--- config.mk ---
export PLATFORM = sky130hd
export DESIGN_NAME = lzd64_seq_ctrl
export DESIGN_NICKNAME = d
export VERILOG_FILES = /design/src/rtl/lzd64_seq_ctrl.sv
export SDC_FILE = /design/constraint.sdc
export NUM_CORES = 1
export LEC_CHECK = 0
export BUFFER_PORTS_ARGS = -buffer_cell sky130_fd_sc_hd__buf_2
export CAP_MARGIN = 25
export CORE_MARGIN = 1
export CORE_UTILIZATION = 35
export CTS_BUF_LIST = sky130_fd_sc_hd__clkbuf_16
export DETAILED_ROUTE_END_ITERATION = 16
export PLACE_DENSITY = 0.64
export SLEW_MARGIN = 25
export SYNTH_ARGS = -nofsm -noshare
export SYNTH_HDL_FRONTEND = slang
export SYNTH_SLANG_ARGS = --single-unit
--- constraint.sdc ---
create_clock -name clk -period 3.2 [get_ports clk]
set_clock_uncertainty 0.05 [all_clocks]
set_input_delay 0.96 -clock clk [delete_from_list [all_inputs] [get_ports clk]]
set_output_delay 0.96 -clock clk [all_outputs]
set_load 0.05 [all_outputs]
--- src/rtl/lzd64_seq_ctrl.sv ---
// rtl/lzd64_seq_ctrl.sv - sequential 64-bit leading-zero controller sharing one 32-bit detector
// Optional feature macro: LZD_NORM_SHIFT_EN (adds SHIFT state, norm register and out_norm port)

module LZDthtwo (
    input  logic [31:0] a,
    output logic [4:0]  p,
    output logic        v
);

    // Priority encode the highest set bit into a leading-zero count
    always_comb begin
        v = |a;
        p = 5'd0;
        for (int i = 0; i < 32; i++) begin
            if (a[i]) begin
                p = 5'(31 - i);
            end
        end
    end

endmodule

module lzd64_seq_ctrl (
    input  logic        clk,
    input  logic        rst,
    input  logic        in_valid,
    output logic        in_ready,
    input  logic [63:0] in_data,
    output logic        out_valid,
    input  logic        out_ready,
    output logic [6:0]  out_lz,
    output logic        out_zero,
`ifdef LZD_NORM_SHIFT_EN
    output logic [63:0] out_norm,
`endif
    output logic        busy
);

`ifdef LZD_NORM_SHIFT_EN
    typedef enum logic [2:0] {S_IDLE, S_HI, S_LO, S_SHIFT, S_DONE} state_t;
    localparam state_t S_POST = S_SHIFT;
`else
    typedef enum logic [2:0] {S_IDLE, S_HI, S_LO, S_DONE} state_t;
    localparam state_t S_POST = S_DONE;
`endif

    state_t      state_q, state_d;
    logic [63:0] word_q, word_d;
    logic [6:0]  lz_q, lz_d;
    logic        zero_q, zero_d;
    logic        in_ready_q, in_ready_d;
    logic        out_valid_q, out_valid_d;
    logic        busy_q, busy_d;
`ifdef LZD_NORM_SHIFT_EN
    logic [63:0] norm_q, norm_d;
`endif

    logic [31:0] lzd_in;
    logic [4:0]  lzd_p;
    logic        lzd_v;

    // Detector sees the lower half only in LO; upper half otherwise
    assign lzd_in = (state_q == S_LO) ? word_q[31:0] : word_q[63:32];

    LZDthtwo u_lzd (
        .a (lzd_in),
        .p (lzd_p),
        .v (lzd_v)
    );

    // Next-state, datapath updates and registered-output targets
    always_comb begin
        state_d = state_q;
        word_d  = word_q;
        lz_d    = lz_q;
        zero_d  = zero_q;
`ifdef LZD_NORM_SHIFT_EN
        norm_d  = norm_q;
`endif
        case (state_q)
            S_IDLE: begin
                if (in_valid) begin
                    word_d  = in_data;
                    state_d = S_HI;
                end
            end
            S_HI: begin
                if (lzd_v) begin
                    lz_d    = {2'b00, lzd_p};
                    zero_d  = 1'b0;
                    state_d = S_POST;
                end else begin
                    state_d = S_LO;
                end
            end
            S_LO: begin
                if (lzd_v) begin
                    lz_d   = 7'd32 + {2'b00, lzd_p};
                    zero_d = 1'b0;
                end else begin
                    lz_d   = 7'd64;
                    zero_d = 1'b1;
                end
                state_d = S_POST;
            end
`ifdef LZD_NORM_SHIFT_EN
            S_SHIFT: begin
                norm_d  = lz_q[6] ? 64'd0 : (word_q << lz_q[5:0]);
                state_d = S_DONE;
            end
`endif
            S_DONE: begin
                if (out_ready) begin
                    state_d = S_IDLE;
                end
            end
            default: state_d = S_IDLE;
        endcase
        in_ready_d  = (state_d == S_IDLE);
        out_valid_d = (state_d == S_DONE);
        busy_d      = (state_d != S_IDLE);
    end

    // State and output registers with asynchronous reset
    always_ff @(posedge clk or posedge rst) begin
        if (rst) begin
            state_q     <= S_IDLE;
            word_q      <= 64'd0;
            lz_q        <= 7'd0;
            zero_q      <= 1'b0;
            in_ready_q  <= 1'b1;
            out_valid_q <= 1'b0;
            busy_q      <= 1'b0;
`ifdef LZD_NORM_SHIFT_EN
            norm_q      <= 64'd0;
`endif
        end else begin
            state_q     <= state_d;
            word_q      <= word_d;
            lz_q        <= lz_d;
            zero_q      <= zero_d;
            in_ready_q  <= in_ready_d;
            out_valid_q <= out_valid_d;
            busy_q      <= busy_d;
`ifdef LZD_NORM_SHIFT_EN
            norm_q      <= norm_d;
`endif
        end
    end

    assign in_ready  = in_ready_q;
    assign out_valid = out_valid_q;
    assign busy      = busy_q;
    assign out_lz    = lz_q;
    assign out_zero  = zero_q;
`ifdef LZD_NORM_SHIFT_EN
    assign out_norm  = norm_q;
`endif

endmodule

### After elaboration in Yosys (flattened, before gate mapping)

Index checks and enable logic that the tools add are counted.

| storage, ports and cells | value |
|---|---|
| flip-flop bits (word level) | 78 |
| output and inout bits | 11 |

| cells by class | value |
|---|---|
| add/subtract/negate cells | 1 |
| equality and inequality tests | 5 |
| mux-type cells | 43 |
| reductions and logical operators | 7 |

Operator list:

| kind | number |
|---|---|
| two-way mux 5 bit | 32 |
| two-way mux 32 bit | 1 |
| OR reduction 32 bit | 1 |
| two-way mux 7 bit | 2 |
| one-hot mux 7 bit (2 select lines) | 1 |
| one-hot mux 3 bit (4 select lines) | 1 |
| equality test 3 x 2 -> 1 bit, second input constant | 3 |
| adder 6 x 5 -> 7 bit, first input constant | 1 |
| logical NOT 3 bit | 2 |
| two-way mux 3 bit | 2 |
| AND reduction 2 bit | 2 |
| equality test 3 x 1 -> 1 bit, second input constant | 1 |
| two-way mux 1 bit | 3 |
| nonzero test 3 bit | 1 |
| inequality test 2 bit, second input constant | 1 |
| one-hot mux 1 bit (2 select lines) | 1 |
| nonzero test 2 bit | 1 |

### Depth between registers and ports, before layout

Gate-level depths: netlist (run 1).

| depth | value |
|---|---|
| depth after elaboration | 37 |
| depth in mapped cells | 9 |
| mapped depth without buffers | 6 |

### Modules after synthesis

Synthesis (run 1) repeated with hierarchy kept, for this count alone.

| second synthesis, totals | value |
|---|---|
| cells, all modules | 318 |
| area total of the unflattened synthesis | 4,205.3 um2 |

Modules (own cells, without submodules):

| module | instances | cells each | area an instance (um2) |
|---|---|---|---|
| lzd64_seq_ctrl | 1 | 253 | 3,819.9 |
| LZDthtwo | 1 | 65 | 385.4 |

### Least setup slack after synthesis (run 1)

Ideal clock, no wire load.

| timing path | value |
|---|---|
| path type | in2reg |
| from | input port in_valid |
| to | register word_q[0] |
| data arrival time | 2,407 ps |
| required time | 3,025 ps |
| path slack | 618 ps |
| stages on the path | 3 |
| path through | nor4b_1 -> clkbuf_1 -> mux2_2 |

| on the way | value |
|---|---|
| word-level cells in the longest chain between the ends | 1 |

RTL lines:

| what | line | RTL |
|---|---|---|
| start, declared | 26 | `input logic in_valid,` |
| AND reduction 2 bit (no line) | -- |  |
| end signal, assigned | 139 | `word_q <= word_d;` |
| end, declared | 48 | `logic [63:0] word_q, word_d;` |

No other way between the ends.
A chain may end at the register's enable or synchronous reset.

### Final worst setup path (run 1)

| timing path | value |
|---|---|
| from | register state_q[2] |
| to | register lz_q[4] (netlist: out_lz[4]) |

| on the way | value |
|---|---|
| word-level cells in the longest chain between the ends | 37 |
| elaborated cells between the ends (all ways) | 43 |

RTL lines:

| what | line | RTL |
|---|---|---|
| start, declared | 47 | `state_t state_q, state_d;` |
| start signal, assigned | 138 | `state_q <= state_d;` |
| equality test 3 x 2 -> 1 bit | 63, 80 |  |
| two-way mux 32 bit | 63 | `assign lzd_in = (state_q == S_LO) ? word_q[31:0] : word_q[63:32];` |
| two-way mux 5 bit (32 in a row) | 15 | `if (a[i]) begin` |
| adder 6 x 5 -> 7 bit | 98 | `lz_d = 7'd32 + {2'b00, lzd_p};` |
| two-way mux 7 bit | 97 | `if (lzd_v) begin` |
| one-hot mux 7 bit (2 select lines) | 80 | `case (state_q)` |
| end signal, assigned | 140 | `lz_q <= lz_d;` |
| end, declared | 49 | `logic [6:0] lz_q, lz_d;` |

Parallel ways exist; a longest one is shown, timed or not. The select of a mux whose other input is x is not followed.

==> metrics.cfg, run 1 <==
[synthesis]
synth.yosys.seq_area_share=0.510
synthMostInstantiatedCell=sky130_fd_sc_hd__dfrtp_1
yosys_most_used_dff=sky130_fd_sc_hd__dfrtp_1
synth-seq-cells=77
yosys_warnings=0
synth_enable_flop_cells=0
postSynthAreaPerCell_um2=11.2
synthArstFlopShare=1.00
synth.largest_area_cell=sky130_fd_sc_hd__dfrtp_1
synth_area_um2=3780
share_of_yosys_cell_area_claimed_by_the_top_area_cell_type=0.503
syn_nets=407
post_synth_inst_count=339
synth_top_cells_by_area=sky130_fd_sc_hd__dfrtp_1, sky130_fd_sc_hd__mux2_2, sky130_fd_sc_hd__nor4_1
synth_cell_types=50
netlist_top_cells_count=sky130_fd_sc_hd__dfrtp_1, sky130_fd_sc_hd__mux2_2, sky130_fd_sc_hd__nor2_1

[setup_path]
critPathCaptureType=flip-flop
regToRegStartpoint=state_q[2]$_DFF_PP0_
critPathBufInv=0
r2r_slack_ns=0.42
critPathTopFamily=simple AND/OR/NAND/NOR gates
worstReg2RegEnd=out_lz[4]$_DFFE_PP0P_
length_in_cells_of_the_worst_reg_to_reg_path=6
worst_path_max_delay_cell=sky130_fd_sc_hd__or3b_1
critical_path_cell_by_cell=or3b_1 -> nand4_1 -> a221oi_2 -> and3_1 -> o31a_4 -> mux2_4
critPathKind=reg -> reg
timing.critical_path.required_ns=3.37
critPathLaunchType=flip-flop
cp_slowest_stage_delay_ns=0.60
critPathArrivalTime_ns=2.95
critical_path_peak_fanout=17

[timing]
finalSetupTns_ns=0
unrepaired_setup_endpoints_after_global_routing=no
final.period_utilization=0.869
setup_viol=0
worst_margin_pin_slew_ns=0.647
final_critical_path_setup_slack_ns=0.419
timing.final.crit_period_ns=2.78
max_slew_margin=0.558
timing_max_transition_violations_final=0
fmaxAchievable_ghz=0.360
hold_violations=0

[global_routing]
globalRouteTotalUtil=0.174
remaining_global_route_overflow=0
grt_max_degree=78
grt_pass1_wl_um=15000
first_global_vias=2980
antenna_found_initial=0

[drt]
detail_route.vias_per_cell=5.32
m1WireLength_um=4210
wl_um=8890
detail-route-antenna-nets=0
detail_route.drc_violations=0
detail_route.iter0.violations=190
wl_met3_um=440
maxUsedRoutingLayer=met4
routed_length_per_placed_instance_um=15.9
drt-pass1-iter-count=5
detailroute.via_count=2969
met2_length_um=4090

[floorplanning]
dieWidth_um=106
die_area_um2=11200
fp.dieH_um=106
pin_count=79
initial_core_util=0.363
fp.coreArea_um2=10400
fp-row-count=37

[finish]
drive_gt1_frac=0.374
n_fill_cell=1007
antenna_diode_count=0
fin_nets=486
postLayoutCoreUtil=0.438
areaGrowthSynthToFinish_pct=20.7
postLayoutCellArea_um2=4560

[worst_hold_path]
worst_hold_path_type=reg -> reg
hold_end=out_lz[1]$_DFFE_PP0P_
timing.hold.worst.start=out_lz[1]$_DFFE_PP0P_
hold-path-cell-count=1

[clocking]
cts_repair_resizes=0
post_cts_hold_buffer_count=0
cts-buffers-inserted=9
cts.reportedPaths.clkPinSlew_ns=0.05
clock_sink_total=77
clk_path_buf_depth=2
tritoncts=done
insertion_delay_ns=0.33
cts.repair_timing.setup_buffer_count=0
htreeDepth=3
clock_tree.root_cell=sky130_fd_sc_hd__clkbuf_16

[placed_design]
gp_congestion=0.877
dp_slack_ns=0.469
hpwl_um=6640
io_buffer_count=78
dpl_cell_area_um2=4320

[power_and_ir_drop]
ir_drop_mv=0.314
p_per_area_nw_per_um2=677
cellLeakagePower_nw=1.97

[run_status]
run_status=complete, no violations

[job]
cap_violations=0

==> cell usage in the layout (no fill, tap or decap), types with 2 or more instances in the layout <==
cell                        synthesis  routed
sky130_fd_sc_hd__o311a_1            3       3
sky130_fd_sc_hd__nand3_1            7       7
sky130_fd_sc_hd__nand2b_1           2       2
sky130_fd_sc_hd__nand4_1            3       3
sky130_fd_sc_hd__o21bai_1           3       3
sky130_fd_sc_hd__nand2_1           18      18
sky130_fd_sc_hd__o21ai_0           18      18
sky130_fd_sc_hd__a21oi_1            9       9
sky130_fd_sc_hd__mux2_2            57      57
sky130_fd_sc_hd__a211oi_1           6       6
sky130_fd_sc_hd__o31ai_1            5       5
sky130_fd_sc_hd__buf_2              1      78
sky130_fd_sc_hd__nor2b_1            8       8
sky130_fd_sc_hd__nor2_1            25      25
sky130_fd_sc_hd__inv_1             14      15
sky130_fd_sc_hd__clkbuf_16          0       9
sky130_fd_sc_hd__nor3_1            12      12
sky130_fd_sc_hd__or3_1              4       4
sky130_fd_sc_hd__a31oi_1            2       2
sky130_fd_sc_hd__buf_4              1       4
sky130_fd_sc_hd__dfrtp_1           76      76
sky130_fd_sc_hd__a2111oi_0          4       4
sky130_fd_sc_hd__clkinv_1           0       3
sky130_fd_sc_hd__nor4_1            18      18
sky130_fd_sc_hd__a2bb2oi_1          2       2
sky130_fd_sc_hd__o2bb2ai_1          3       3
sky130_fd_sc_hd__a32o_1             2       2
==> through the flow <==
step	cells	total power, mW	hold WS (ns)
final	558	3.09	0.464
after global routing	558	3.27	0.477
after CTS	558	3.12	0.465
after detailed placement	543	2.25	0.450
after global placement	543	2.22	0.441
after floorplan	339	1.99	0.446
==> state kept, by name, indices dropped and copies added, names as in the netlist <==
signal,cells
state_q,3
busy,1
out_lz,7
word_q,64
in_ready,1
out_valid,1
==> worst register-to-register path, stage by stage (launching register included) <==
cell                       delay (ns)
sky130_fd_sc_hd__dfrtp_1         0.51
sky130_fd_sc_hd__or3b_1          0.60
sky130_fd_sc_hd__nand4_1         0.27
sky130_fd_sc_hd__a221oi_2        0.37
sky130_fd_sc_hd__and3_1          0.35
sky130_fd_sc_hd__o31a_4          0.22
sky130_fd_sc_hd__mux2_4          0.29
==> worst max-delay path by stage <==
stage | from | to | slack [ns] | cells after the start
final | state_q[2]$_DFF_PP0_ | out_lz[4]$_DFFE_PP0P_ | 0.42 | 6
after global routing | state_q[2]$_DFF_PP0_ | out_lz[4]$_DFFE_PP0P_ | 0.21 | 6
after CTS | state_q[2]$_DFF_PP0_ | out_lz[4]$_DFFE_PP0P_ | 0.45 | 6
after detailed placement | state_q[2]$_DFF_PP0_ | out_lz[4]$_DFFE_PP0P_ | 0.47 | 6
after global placement | state_q[2]$_DFF_PP0_ | out_lz[4]$_DFFE_PP0P_ | 0.52 | 6
after floorplan | rst | busy$_DFF_PP0_ | 0.22 | 1
==> routing by layer <==
| layer | vias up | global-route usage |
|---|---|---|
| met5 | - | 0 |
| met4 | 0 | 0.0724 |
| met3 | 12 | 0.0325 |
| met2 | 90 | 0.276 |
| met1 | 1443 | 0.235 |
| li1 | 1424 | - |
==> final cells by class <==
cell class / count / area, um^2 / share of cell area
flip-flops and latches: 77 / 1930 / 0.422
repair buffers: 83 / 440 / 0.0965
multi-input cells: 233 / 1720 / 0.378
clock buffers: 9 / 225 / 0.0493
well taps: 136 / 170 / 0.0373
clock inverters: 6 / 23.8 / 0.00521
inverters: 14 / 52.6 / 0.0115
==> where the power goes <==
| part | internal, mW | switching, mW | total, mW |
|---|---|---|---|
| sequential | 1.22 | 0.282 | 1.50 |
| combinational | 0.356 | 0.379 | 0.735 |
| clock | 0.504 | 0.353 | 0.857 |
==> cell families (layout without fill, tap and decap cells) <==
logic type | after synthesis | count (layout) | synth area share
compound gates | 66 | 66 | 0.125
buf+inv | 29 | 112 | 0.0361
flops | 77 | 77 | 0.510
mux | 60 | 60 | 0.182
other cells | 1 | 1 | 0.000991
simple gates | 106 | 106 | 0.146
No activity file was read; power rests on OpenSTA's default activity.
==> run 2: changes to the inputs <==
Settings changed: PLACE_DENSITY 0.64 to 0.6.
Clock period 3.2 ns to 3.05 ns, I/O delays scaled along.
==> run 2 against run 1 <==
Net effect: global-route usage about the same; final cell count up 0.54%; worst hold slack better by 0.0015 ns; largest cell class unchanged; utilization up 0.70 points; combinational power up 6.0%; sequential power up 5%; highest routed layer unchanged; critical endpoint unchanged; register-to-register slack worse by 0.05 ns; clock power up 19%.
==> metrics.cfg, run 2 (synthesis results as in run 1) <==
[placed_design]
io_buffer_count=78
dp.cells=545
dp_slack_ns=0.396
hpwl_um=6970
gp_congestion=0.864
dpl_cell_area_um2=4360

[floorplanning]
dieWidth_um=106
die_area_um2=11200
fp.dieH_um=106
initial_core_util=0.363
fp.coreArea_um2=10400
pin_count=79
fp-row-count=37

[setup_path]
critPathArrivalTime_ns=2.85
timing.critical_path.required_ns=3.22
critPathKind=reg -> reg
cp_slowest_stage_delay_ns=0.65
worst_path_max_delay_cell=sky130_fd_sc_hd__or3b_1
critPathLaunchType=flip-flop
critPathBufInv=0
critPathTopFamily=simple AND/OR/NAND/NOR gates
critPathCaptureType=flip-flop
critical_path_cell_by_cell=or3b_1 -> mux2i_4 -> a221oi_2 -> and3_1 -> o31a_4 -> mux2_4
critical_path_peak_fanout=13

[power_and_ir_drop]
cellLeakagePower_nw=1.99
p_per_area_nw_per_um2=726
ir_drop_mv=0.396
post-layout-total-power_mw=3.37

[clocking]
clock_tree.root_cell=sky130_fd_sc_hd__clkbuf_16
tritoncts=done
clock_sink_total=77
clk_path_buf_depth=2
cts.reportedPaths.clkPinSlew_ns=0.06
htreeDepth=3
cts-buffers-inserted=9
post_cts_hold_buffer_count=0
cts.repair_timing.setup_buffer_count=0
cts_repair_resizes=0
insertion_delay_ns=0.34

[timing]
max_slew_margin=0.449
hold_violations=0
final.period_utilization=0.878
timing.final.crit_period_ns=2.68
fmaxAchievable_ghz=0.373
final_critical_path_setup_slack_ns=0.371
worst_margin_pin_slew_ns=0.825
setup_viol=0
post_route_worst_hold_slack_ns=0.466
timing_max_transition_violations_final=0
unrepaired_setup_endpoints_after_global_routing=no
finalSetupTns_ns=0

[worst_hold_path]
worst_hold_path_type=reg -> reg

[global_routing]
remaining_global_route_overflow=0
antenna_found_initial=0
first_global_vias=2896
grt_pass1_wl_um=15000
globalRouteTotalUtil=0.174
grt_max_degree=41

[finish]
mostFrequentLayoutCell=sky130_fd_sc_hd__buf_2
n_fill_cell=993
postLayoutCellArea_um2=4640
areaGrowthSynthToFinish_pct=22.6
postLayoutCoreUtil=0.445
flip_flop_and_latch_area_um2=1930
most-common-layout-cells=sky130_fd_sc_hd__buf_2, sky130_fd_sc_hd__dfrtp_1, sky130_fd_sc_hd__mux2_2
regMostFlops=word_q
antenna_diode_count=0
fin_nets=488
largest_register_ff_count=64
instances_no_fill=561
multi_input_area_um2=1720
drive_gt1_frac=0.384

[drt]
detail_route.drc_violations=0
detail_route.vias_per_cell=5.24
detailroute.via_count=2941
wl_um=9020
drt-pass1-iter-count=4
detail-route-antenna-nets=0
routed_length_per_placed_instance_um=16.1
detail_route.iter0.violations=162

[run_status]
run_status=complete, no violations

[job]
cap_violations=0

run 2: per-layer routing:
metal	vias up	global-route usage	share of wire
met5	-	0	0
met4	0	0.0665	0.015
met3	13	0.0460	0.051
met2	73	0.275	0.48
met1	1433	0.230	0.46
li1	1422	-	-
run 2: worst reg2reg max path: cells and delay by family (launching register included):
kind	cells	cell delay, ns
flops	1	0.48
simple gates	2	1.00
mux	2	0.59
compound gates	2	0.45
run 2: report_power, final:
group          internal (mW)  total, mW  switching [mW]
clock                  0.620       1.02           0.397
sequential              1.28       1.57           0.295
combinational          0.379      0.779           0.401
run 2: final timing paths:
kind	from	endpoint	slack, ns	cells after the start
max	state_q[2]$_DFF_PP0_	out_lz[4]$_DFFE_PP0P_	0.37	6
min	out_lz[1]$_DFFE_PP0P_	out_lz[1]$_DFFE_PP0P_	0.47	1
max reg2reg	state_q[2]$_DFF_PP0_	out_lz[4]$_DFFE_PP0P_	0.37	6
min reg2reg	out_lz[1]$_DFFE_PP0P_	out_lz[1]$_DFFE_PP0P_	0.47	1
max in group asynchronous	rst	word_q[49]$_DFFE_PP0P_	1.59	3
min in group asynchronous	rst	word_q[24]$_DFFE_PP0P_	0.69	2
run 2: area by class of cell:
type	count	area share
clock inverter	7	0.0121
sequential	77	0.416
inverter	14	0.0113
tap	136	0.0367
timing repair buffer	85	0.104
clock buffer	9	0.0486
multi-input combinational	233	0.372
==> run 3: changes to the inputs <==
Settings changed: ABC_AREA set to 1.
==> run 3 against run 2 <==
Net effect: flip-flop and latch count unchanged; largest cell class unchanged; global-route usage decreased by 3.0 points; via count decreased by 12%; critical endpoint is now out_lz[0]$_DFFE_PP0P_; power increased by 35%; cell area decreased by 1.8%; area after synthesis decreased by 3.2%; largest power group unchanged.
==> metrics.cfg, run 3 <==
[run_status]
run_status=complete, no violations

[finish]
largest_register_ff_count=64
postLayoutCoreUtil=0.457
mostFrequentLayoutCell=sky130_fd_sc_hd__nand2_1
areaGrowthSynthToFinish_pct=24.4
fin_nets=512
regMostFlops=word_q
postLayoutCellArea_um2=4550
antenna_diode_count=0
drive_gt1_frac=0.399
most-common-layout-cells=sky130_fd_sc_hd__nand2_1, sky130_fd_sc_hd__buf_2, sky130_fd_sc_hd__dfrtp_1
instances_no_fill=582
n_fill_cell=980

[placed_design]
dp.cells=560
dp_slack_ns=0.283
gp_congestion=0.725
hpwl_um=5300
dpl_cell_area_um2=4180
io_buffer_count=78

[floorplanning]
dieWidth_um=104
initial_core_util=0.368
die_area_um2=10900
fp-row-count=36
pin_count=79
fp.coreArea_um2=9950
fp.dieH_um=104

[power_and_ir_drop]
cellLeakagePower_nw=2.33
ir_drop_mv=0.353
cellInternalPower_mw=2.94
post-layout-total-power_mw=4.55
sw_share=0.353
comb_power_share=0.369
power_frac_seq=0.389
p_per_area_nw_per_um2=1000
clockPowerShare=0.242
power.net_switching_mw=1.61

[setup_path]
critPathBufInv=1
critPathCaptureType=flip-flop
critPathArrivalTime_ns=2.81
critPathKind=reg -> reg
worst_path_max_delay_cell=sky130_fd_sc_hd__dfrtp_1
critical_path_peak_fanout=10
critPathTopFamily=simple AND/OR/NAND/NOR gates
cp_common_cell=sky130_fd_sc_hd__nand2_1
timing.critical_path.required_ns=3.21
critPathLaunchType=flip-flop
cp_slowest_stage_delay_ns=0.41

[synthesis]
synth_mux_area_frac=0.189
post_synth_inst_count=359
synthArstFlopShare=1.00
simple_gate_fraction_of_synth_area=0.146
synth.yosys.seq_area_share=0.527
synth_enable_flop_cells=0
main_combinational_cell_family_by_area_after_synthesis=multiplexers
synth_top_cells_by_area=sky130_fd_sc_hd__dfrtp_1, sky130_fd_sc_hd__mux2_2, sky130_fd_sc_hd__nand2_1
syn_nets=427
synth.largest_area_cell=sky130_fd_sc_hd__dfrtp_1
share_of_yosys_cell_area_claimed_by_the_top_area_cell_type=0.520
synth_compound_area_frac=0.0817
synth_xor_area_frac=0
synth-seq-cells=77
yosys_most_used_dff=sky130_fd_sc_hd__dfrtp_1
arithmetic_cell_share_of_the_synthesized_area_counting_full_adders_half_adders_and_majority_gates=0
synthMostInstantiatedCell=sky130_fd_sc_hd__nand2_1
synth_cell_types=31
postSynthAreaPerCell_um2=10.2
netlist_top_cells_count=sky130_fd_sc_hd__nand2_1, sky130_fd_sc_hd__dfrtp_1, sky130_fd_sc_hd__mux2_2
yosys_warnings=0
synth_area_um2=3660

[clocking]
tritoncts=done
clock_tree.root_cell=sky130_fd_sc_hd__clkbuf_16
cts-buffers-inserted=9
clock_sink_total=77
post_cts_hold_buffer_count=0
insertion_delay_ns=0.32
cts.reportedPaths.clkPinSlew_ns=0.06
htreeDepth=3
clk_path_buf_depth=2

[drt]
detail-route-antenna-nets=0
wl_um=7360
routed_length_per_placed_instance_um=12.6
detail_route.drc_violations=0
drt-pass1-iter-count=4
detail_route.vias_per_cell=4.46
detailroute.via_count=2593
detail_route.iter0.violations=70

[global_routing]
remaining_global_route_overflow=0
first_global_vias=2684
antenna_found_initial=0
globalRouteTotalUtil=0.144
grt_max_degree=44
grt_pass1_wl_um=12500

[timing]
timing.final.crit_period_ns=2.65
timing_max_transition_violations_final=0
post_route_worst_hold_slack_ns=0.427
finalSetupTns_ns=0
hold_violations=0
unrepaired_setup_endpoints_after_global_routing=yes
max_slew_margin=0.585
fmaxAchievable_ghz=0.378
worst_margin_pin_slew_ns=0.622
final.period_utilization=0.868
final_critical_path_setup_slack_ns=0.403
setup_viol=0

[worst_hold_path]
worst_hold_path_type=reg -> reg

[job]
cap_violations=0

==> run 3: cell count changes after synthesis, sizes merged, moves of 5 or more <==
cell    previous run  this run
a21oi              9        19
inv               14        30
nor4              18         0
mux2              58        47
nor2              25        39
nor2b              8         0
mux2i              2        15
a211oi             6         1
nor3              12         0
nand2             18        84
==> run 3: power groups by stage <==
| stage | sequential, mW | combinational, mW | clock, mW |
|---|---|---|---|
| 2_1_floorplan | 1.84 | 1.24 | 0 |
| 3_3_place_gp | 1.77 | 1.62 | 0 |
| 3_5_place_dp | 1.78 | 1.66 | 0 |
| 4_1_cts | 1.76 | 1.67 | 1.13 |
| 5_1_grt | 1.83 | 1.91 | 1.17 |
| 6_report | 1.77 | 1.68 | 1.10 |
==> run 3: repair_timing <==
action                     CTS  global route
setup buffers                0             5
setup endpoints to repair    0             1
resized for setup            0             5
==> run 3: final cells by class <==
cell class | instances | area [um^2] | share of cell area
Tap cell | 133 | 166 | 0.0366
Inverter | 31 | 123 | 0.0269
Clock inverter | 7 | 82.6 | 0.0181
Multi-Input combinational cell | 238 | 1550 | 0.341
Clock buffer | 9 | 225 | 0.0495
Timing Repair Buffer | 87 | 474 | 0.104
Sequential cell | 77 | 1930 | 0.424
==> run 3: path summary, 6_finish.rpt <==
kind	depth (start not counted)	slack (ns)	end	startpoint
worst min-delay path	2	0.43	out_lz[5]$_DFFE_PP0P_	out_lz[5]$_DFFE_PP0P_
worst max-delay path	31	0.40	out_lz[0]$_DFFE_PP0P_	state_q[0]$_DFF_PP0_
max in group asynchronous	3	1.67	in_ready$_DFF_PP1_	rst
worst min register to register	2	0.43	out_lz[5]$_DFFE_PP0P_	out_lz[5]$_DFFE_PP0P_
min in group asynchronous	2	0.60	word_q[14]$_DFFE_PP0P_	rst
worst max register to register	31	0.40	out_lz[0]$_DFFE_PP0P_	state_q[0]$_DFF_PP0_
==> run 3: worst register-to-register path: cells and delay by family, from the launching register on <==
family | cells | cell delay (ns)
buffers and inverters | 1 | 0.18
multiplexers | 1 | 0.21
AND/OR/NAND/NOR | 29 | 1.68
flip-flops | 1 | 0.41
==> run 3: cell families after synthesis <==
family,count (synthesis)
mux,62
flops,77
compound gates,46
other cells,1
simple gates,128
buf+inv,45
==> run 3: layer usage <==
metal  track usage  up-vias  part of all wire
met1         0.189     1195              0.48
met5             0        -                 0
met4        0.0459        0            0.0086
met3        0.0301        5             0.036
li1              -     1343                 -
met2         0.238       50              0.47
